==> config.mk <==
export PLATFORM = sky130hd
export DESIGN_NAME = rr_reg_write_arbiter
export DESIGN_NICKNAME = d
export VERILOG_FILES = /design/src/rtl/rr_reg_write_arbiter.sv
export SDC_FILE = /design/constraint.sdc
export NUM_CORES = 1
export LEC_CHECK = 0
export ABC_AREA = 1
export CORE_ASPECT_RATIO = 1.25
export CORE_MARGIN = 2
export CORE_UTILIZATION = 41
export CTS_BUF_LIST = sky130_fd_sc_hd__clkbuf_4 sky130_fd_sc_hd__clkbuf_8
export CTS_CLUSTER_DIAMETER = 150
export DETAILED_ROUTE_END_ITERATION = 10
export GPL_ROUTABILITY_DRIVEN = 0
export PLACE_DENSITY_LB_ADDON = 0.1
export SKIP_LAST_GASP = 1
export SLEW_MARGIN = 20
export SYNTH_ARGS = -nofsm -noshare
export SYNTH_HDL_FRONTEND = slang
export SYNTH_SLANG_ARGS = --single-unit
export TNS_END_PERCENT = 30
==> constraint.sdc <==
create_clock -name clk -period 2.1 [get_ports clk]
set_clock_uncertainty 0.2 [all_clocks]
set_input_delay 0.42 -clock clk [delete_from_list [all_inputs] [get_ports clk]]
set_output_delay 0.42 -clock clk [all_outputs]
set_load 0.03 [all_outputs]
==> src/rtl/rr_reg_write_arbiter.sv <==
// Round-robin arbiter that loads one requester's word per cycle into a shared holding register
// and presents it downstream with its source index over a valid/ready handshake.
module rr_reg_write_arbiter #(
    parameter int N_REQ = 4,
    parameter int WIDTH = 8,
    parameter int SRC_W = (N_REQ > 1) ? $clog2(N_REQ) : 1
) (
    input  logic                   clk,
    input  logic                   sync_rst,
    input  logic [N_REQ-1:0]       req_valid,
    input  logic [N_REQ*WIDTH-1:0] req_data,
    output logic [N_REQ-1:0]       req_ready,
    output logic                   out_valid,
    output logic [WIDTH-1:0]       out_data,
    output logic [SRC_W-1:0]       out_src,
    input  logic                   out_ready
);

    logic [SRC_W-1:0] rr_ptr;
    logic             load_en;
    logic             grant_found;
    logic [SRC_W-1:0] grant_idx;
    logic [WIDTH-1:0] grant_data;
    logic             transfer;
    logic [WIDTH-1:0] words [N_REQ];

    // The register can take a new word when empty or when its current word leaves this edge.
    assign load_en  = !out_valid || out_ready;
    assign transfer = load_en && grant_found && !sync_rst;

    always_comb begin
        for (int k = 0; k < N_REQ; k++) begin
            words[k] = req_data[k*WIDTH +: WIDTH];
        end
    end

    always_comb begin
        int               idx;
        logic [SRC_W-1:0] cand;
        // NOTE: every output of this block gets a default first so no latch is inferred.
        grant_found = 1'b0;
        grant_idx   = '0;
        grant_data  = '0;
        idx         = 0;
        cand        = '0;
        for (int k = 0; k < N_REQ; k++) begin
            idx = int'(rr_ptr) + k;
            if (idx >= N_REQ) begin
                idx = idx - N_REQ;
            end
            cand = SRC_W'(idx);
            if (!grant_found && req_valid[cand]) begin
                grant_found = 1'b1;
                grant_idx   = cand;
                grant_data  = words[cand];
            end
        end
    end

    always_comb begin
        req_ready = '0;
        if (transfer) begin
            req_ready[grant_idx] = 1'b1;
        end
    end

    // NOTE: state registers use non-blocking assignments so every flop samples pre-edge values.
    always_ff @(posedge clk) begin
        if (sync_rst) begin
            out_valid <= 1'b0;
            out_data  <= '0;
            out_src   <= '0;
            rr_ptr    <= '0;
        end else if (transfer) begin
            out_valid <= 1'b1;
            out_data  <= grant_data;
            out_src   <= grant_idx;
            rr_ptr    <= (grant_idx == SRC_W'(N_REQ - 1)) ? '0 : grant_idx + SRC_W'(1);
        end else if (out_ready) begin
            // Drained with nothing to reload; data and source keep their last value.
            out_valid <= 1'b0;
        end
    end

endmodule

==> flow_summary_export.csv, run 1 <==
group,metric,value,unit
status,status,"finished, violations left",
status,violations,"setup timing",
logic_synthesis,synth.largest_area_cell,"nand2_1",
hold_path,hp-class,"reg -> reg",
logic_synthesis,synthMuxAreaShare,0,
floorplanning,core_area,0.00473,mm²
logic_synthesis,syn_inst,382,
worst_setup_path,crit_top_cell,"nand2_4",
logic_synthesis,synth_fa_ha_area_frac,0.0250,
sta,clock.fmax,375,MHz
floorplanning,die_h,82.1,µm
drt,drc,0,
sta,slew_viol_final,0,
drt,wl_per_cell,10.6,µm
sta,slew_headroom,0.792,
cells_and_area,stdcell_count,520,
floorplanning,die_x,66.5,µm
floorplanning,start_util,0.423,
clock_tree,cts_buffers,3,
global_route,grt_pass1_vias,2216,
worst_setup_path,endpoint_kind,"primary output",
sta,setup_slack,-0.568,ns
cells_and_area,layout-drive-gt1-share,0.228,
floorplanning,boundaryPins,54,
logic_synthesis,avgSynthCellArea,5.23,µm²
worst_setup_path,critPathMaxStageDelay,0.39,ns
floorplanning,rows,28,
logic_synthesis,synth_xor_area_frac,0,
sta,setup_viol,16,
clock_tree,path_clk_slew,0.06,ns
clock_tree,cts_tree,"yes",
logic_synthesis,synth.area.top_cells,"nand2_1 36%, dfxtp_1 13%, o21ai_0 7.8%, inv_1 6.2%, nand3_1 3.8%",
global_route,overflow,0,
logic_synthesis,synth_top_family_by_area,"simple AND/OR/NAND/NOR gates",
worst_setup_path,crit_chain,"buf_6, nand2_2, nand2_4, nand2_4, nand2_4, nor2_4, nand4_1, nand2_4, inv_4, ha_4, inv_2, nor2_4, buf_6",
drt,totalWireLength,5490,µm
worst_setup_path,cp_num_buf_inv,4,
logic_synthesis,syn_area,0.00200,mm²
power_and_ir_drop,power,0.00391,W
floorplanning,dieArea,0.00545,mm²
power_and_ir_drop,leakage,1.55,nW
global_route,grt_max_degree,33,
drt,firstDrtPassIters,4,
sta,hold_slack,0.264,ns
cells_and_area,mostFrequentLayoutCells,"184 x nand2_1, 45 x clkdlybuf4s50_1, 38 x buf_4",
worst_setup_path,cp_data_required_time,1.48,ns
sta,grt_setup_unrepaired,"yes",
logic_synthesis,ys_types,30,
worst_setup_path,path_max_fanout,8,
placed_design,dp_hpwl,4300,µm
global_route,antenna_found_initial,0,
logic_synthesis,synth_compound_area_frac,0.131,
logic_synthesis,yosysSeqAreaShare,0.130,
worst_setup_path,rr_worst_depth,13,
logic_synthesis,yosys_warnings,0,
worst_setup_path,start_kind,"register",
power_and_ir_drop,ir_worst_vdd,431,µV
global_route,grt_usage,0.207,
cells_and_area,finalNetCount,504,
logic_synthesis,synth.net_count,425,
cells_and_area,areaGrowthSynthToFinish,50.6,%
logic_synthesis,ys_ff_latch,13,
worst_setup_path,slowest_stage,"dfxtp_4",
global_route,grt_pass1_wl,9090,µm
clock_tree,cts_hold_buf,0,
clock_tree,root_buffer,"clkbuf_8",
worst_setup_path,cp.arrival,2.05,ns
cells_and_area,diodes,0,
cells_and_area,fillers,464,
logic_synthesis,synth_top_area_frac,0.359,
drt,drt_iter0_drc,115,
cells_and_area,utilization,0.637,
power_and_ir_drop,p_per_area,1300,mW/mm²
drt,route.detailed.vias_per_inst,4.79,
logic_synthesis,synthSimpleGateAreaFrac,0.568,
hold_path,whs_path_depth,2,
sta,hold_viol_final,0,
clock_tree,clkLatencyLatePin,0.24,ns
sta,finalCritPeriodShare,1.27,
worst_setup_path,crit_cells,13,
drt,drt.antenna.violating_nets,0,
clock_tree,cts_max_level,1,
clock_tree,cts.path.max_buffers,2,
clock_tree,clock-sinks,13,
sta,fin_crit,2.67,ns
placed_design,dp.cells,508,
worst_setup_path,critical_path_class,"reg -> out",
cells_and_area,final_common_cell,"nand2_1",
worst_setup_path,crit_family,"simple AND/OR/NAND/NOR gates",
placed_design,port_buffers,53,
job,max_cap_viol_count,0,
drt,num_vias,2492,
sta,tightestPinTransition,0.310,ns
power breakdown:
part           internal, W  leakage, nW  switching (W)
logic              0.00136         1.42        0.00188
registers         0.000361        0.109      0.0000788
clock network     0.000147       0.0262      0.0000910
worst reg2reg max path: stages (launching register included):
cell	delay (ns)
dfxtp_4	0.39
buf_6	0.14
nand2_2	0.08
nand2_4	0.08
nand2_4	0.07
nand2_4	0.05
nor2_4	0.21
nand3_4	0.11
buf_4	0.17
nand2_4	0.12
buf_4	0.18
inv_2	0.10
nand2_1	0.12
a21oi_1	0.07
layer usage:
metal  up-vias  share of wire  track usage
li1       1338              -            -
met1      1099           0.42        0.238
met2        49           0.54        0.402
met3         6          0.025       0.0110
met4         0          0.012       0.0653
met5         -              0            0
synthesized netlist by cell type (all sizes together):
cell    number
nand2      205
o21ai       44
inv         36
nor2        21
nand3       19
buf         17
dfxtp       13
nand4        7
nand3b       6
a21oi        4
ha           4
clkbuf       3
clkinv       2
a22oi        1
cell type report:
type	count	area, µm²	area share
Multi-Input combinational cell	311	1610	0.534
Timing Repair Buffer	94	858	0.285
Sequential cell	13	265	0.0881
Inverter	38	156	0.0520
Tap cell	60	75.1	0.0249
Clock buffer	4	48.8	0.0162
stage by stage:
step	TNS, ns	setup WS [ns]	cell area (µm²)
global route	-4.88	-0.670	3010
CTS	-2.64	-0.541	2870
floorplan	-0.782	-0.205	2050
global placement	-8.44	-0.727	2750
finish	-2.93	-0.568	3010
detailed placement	-9.17	-0.782	2750
registers in the layout, summed over array words and instances (netlist names):
register / count
out_data: 8
out_src: 2
out_valid: 1
rr_ptr: 2
repair_timing:
item / in CTS / in global routing
gates resized for setup: 19 / 25
setup endpoints to repair: 16 / 16
buffers inserted: 5 / 3
pin swaps: 8 / 14
path summary, 6_finish.rpt:
check	start	to	slack [ns]
max	rr_ptr[0]	req_ready[2]	-0.57
min	out_data[7]	out_data[7]	0.26
max reg2reg	rr_ptr[0]	rr_ptr[0]	-0.11
min reg2reg	out_data[7]	out_data[7]	0.26
logic make-up after synthesis:
| logic type | after synthesis |
|---|---|
| buf+inv | 58 |
| fa+ha+maj | 4 |
| flops | 13 |
| compound gates | 49 |
| simple gates | 258 |
No activity file was read; power rests on OpenSTA's default activity.
==> inputs of run 2 (changes only) <==
- CORE_ASPECT_RATIO: 1.25 -> 0.5
- MAX_ROUTING_LAYER: unset -> met4
==> run 2 against run 1 <==
Against the previous run: non-clock buffer count did not move; sequential power fell by 2%; worst setup slack got worse by 0.056 ns; die area rose by 0.56%; utilization rose by 3.7 points; combinational power rose by 5%; the flow still finishes with violations (setup timing); cell area rose by 1.9%; fmax fell by 2.0%; cell count rose by 1.3%; global-route usage rose by 2.6 points; flip-flop and latch count did not move; sequential share of layout area fell by 0.17 points.
==> flow_summary_export.csv, run 2 (synthesis results as in run 1) <==
group,metric,value,unit
status,status,"finished, violations left",
status,violations,"setup timing",
sta,hold_viol_final,0,
power_and_ir_drop,power,0.00407,W
worst_setup_path,critical_path_class,"reg -> out",
worst_setup_path,cp.arrival,2.10,ns
cells_and_area,diodes,0,
power_and_ir_drop,ir_worst_vdd,598,µV
global_route,met1_usage,0.303,
worst_setup_path,crit_chain,"buf_12, inv_12, nand2_2, nand3_2, nand2_4, nor2_4, buf_4, nand3_4, nand2_4, buf_4, ha_4, inv_2, nor2_4, buf_6",
clock_tree,clock-sinks,13,
cells_and_area,layout-drive-gt1-share,0.236,
global_route,overflow,0,
sta,setup_slack,-0.624,ns
global_route,antenna_found_initial,0,
worst_setup_path,start_kind,"register",
global_route,grt_max_degree,23,
cells_and_area,finalNetCount,505,
power_and_ir_drop,leakage,1.56,nW
clock_tree,clkLatencyLatePin,0.24,ns
drt,firstDrtPassIters,4,
cells_and_area,multi_input_area,0.00162,mm²
floorplanning,die_h,53.4,µm
worst_setup_path,cp_num_buf_inv,6,
placed_design,placed_cell_area,0.00275,mm²
cells_and_area,mostFrequentLayoutCells,"182 x nand2_1, 45 x clkdlybuf4s50_1, 38 x buf_4",
floorplanning,start_util,0.439,
worst_setup_path,regToRegEndpoint,"rr_ptr[0]",
worst_setup_path,path_max_fanout,8,
cells_and_area,largest_reg_flops,8,
cells_and_area,areaGrowthSynthToFinish,53.4,%
drt,drt_iter0_drc,145,
cells_and_area,top_regs,"out_data: 8 flops, out_src: 2 flops, rr_ptr: 2 flops",
cells_and_area,utilization,0.674,
power_and_ir_drop,p_per_area,1330,mW/mm²
placed_design,dp.cells,511,
clock_tree,cts_hold_buf,0,
sta,slew_viol_final,0,
global_route,busiest_layer,"met2",
clock_tree,root_buffer,"clkbuf_8",
clock_tree,cts_buffers,3,
drt,drc,0,
worst_setup_path,endpoint_kind,"primary output",
worst_setup_path,cp_data_required_time,1.48,ns
cells_and_area,fillers,424,
global_route,use_met2,0.411,
floorplanning,rows,17,
drt,totalWireLength,6250,µm
drt,route.detailed.vias_per_inst,4.86,
global_route,grt_pass1_wl,9720,µm
hold_path,hp-class,"reg -> reg",
worst_setup_path,r2r-start,"rr_ptr[0]",
sta,tightestPinTransition,0.320,ns
worst_setup_path,critPathMaxStageDelay,0.37,ns
global_route,grt_pass1_vias,2220,
drt,wl_per_cell,11.9,µm
cells_and_area,stdcell_count,527,
sta,clock.fmax,367,MHz
clock_tree,cts_tree,"yes",
sta,grt_setup_unrepaired,"yes",
placed_design,port_buffers,53,
worst_setup_path,rrSetupSlack,-0.29,ns
worst_setup_path,slowest_stage,"dfxtp_4",
placed_design,dp_hpwl,4480,µm
clock_tree,cts.path.max_buffers,2,
floorplanning,core_area,0.00455,mm²
clock_tree,path_clk_slew,0.06,ns
cells_and_area,final_area,0.00307,mm²
clock_tree,cts_max_level,1,
cells_and_area,final-seq-area,265,µm²
floorplanning,boundaryPins,54,
worst_setup_path,crit_family,"buffers and inverters",
cells_and_area,final_common_cell,"nand2_1",
sta,slew_headroom,0.786,
worst_setup_path,crit_start,"rr_ptr[0]",
floorplanning,dieArea,0.00549,mm²
drt,num_vias,2562,
global_route,met3_usage,0.0119,
sta,setup_viol,16,
sta,fin_crit,2.72,ns
worst_setup_path,crit_cells,14,
floorplanning,die_x,103,µm
sta,finalCritPeriodShare,1.30,
cells_and_area,regMostFlops,"out_data",
worst_setup_path,rr_worst_depth,14,
drt,drt.antenna.violating_nets,0,
job,max_cap_viol_count,0,
worst_setup_path,crit_path_end,"req_ready[2]",
global_route,grt_usage,0.233,
[run 2: cell types whose count changed in the layout (fill, tap and decap cells not counted), sizes merged]
cell,previous run,this run
inv,36,37
[run 2: metal layers]
layer	part of all wire	vias to the layer above
met3	0.057	6
li1	-	1345
met2	0.47	84
met5	0	-
met4	0.0054	0
met1	0.47	1127
[run 2: layout make-up]
| type | count | share of cell area |
|---|---|---|
| sequential | 13 | 0.0865 |
| tap | 66 | 0.0269 |
| multi-input combinational | 311 | 0.529 |
| timing repair buffer | 94 | 0.286 |
| timing repair inverter | 1 | 0.00285 |
| clock buffer | 4 | 0.0159 |
| inverter | 38 | 0.0526 |
[run 2: how the worst min path moves through the flow]
| stage | from | to | slack [ns] | depth (start not counted) |
|---|---|---|---|---|
| detailed placement | out_data[7] | out_data[7] | 0.26 | 2 |
| finish | out_data[4] | out_data[4] | 0.27 | 2 |
| global placement | out_data[6] | out_data[6] | 0.26 | 2 |
| CTS | out_data[0] | out_data[0] | 0.28 | 2 |
| floorplan | sync_rst | rr_ptr[0] | 0.29 | 1 |
| global route | out_data[0] | out_data[0] | 0.29 | 2 |
[run 2: what timing repair did]
item                       4_1_cts  5_1_grt
gates resized for setup         30       21
pin swaps                       13        4
gates cloned                     1        1
setup endpoints to repair       16       16
setup buffers                    8        2
[run 2: power by group]
group	total [W]	internal [W]	switching [W]	leakage, nW
clock	0.000233	0.000147	0.0000866	0.0262
combinational	0.00340	0.00138	0.00203	1.43
sequential	0.000431	0.000361	0.0000697	0.109
total	0.00407	0.00188	0.00218	1.56
[run 2: metrics by stage]
stage | setup TNS (ns) | setup WS (ns) | hold WS, ns
after floorplan | -0.782 | -0.205 | 0.289
after global placement | -8.57 | -0.709 | 0.258
after detailed placement | -9.62 | -0.774 | 0.263
after CTS | -3.92 | -0.560 | 0.278
after global routing | -7.04 | -0.698 | 0.294
final | -5.48 | -0.624 | 0.274
[run 2: worst reg2reg max path: stages (launching register included)]
cell and delay (ns):
dfxtp_4 0.37, buf_12 0.16, inv_12 0.08, nand2_2 0.06, nand3_2 0.12, nand2_4 0.08, nor2_4 0.19, buf_4 0.15
nand3_4 0.08, buf_4 0.16, nand2_4 0.13, buf_4 0.21, inv_2 0.12, nand2_1 0.11, a21oi_1 0.06
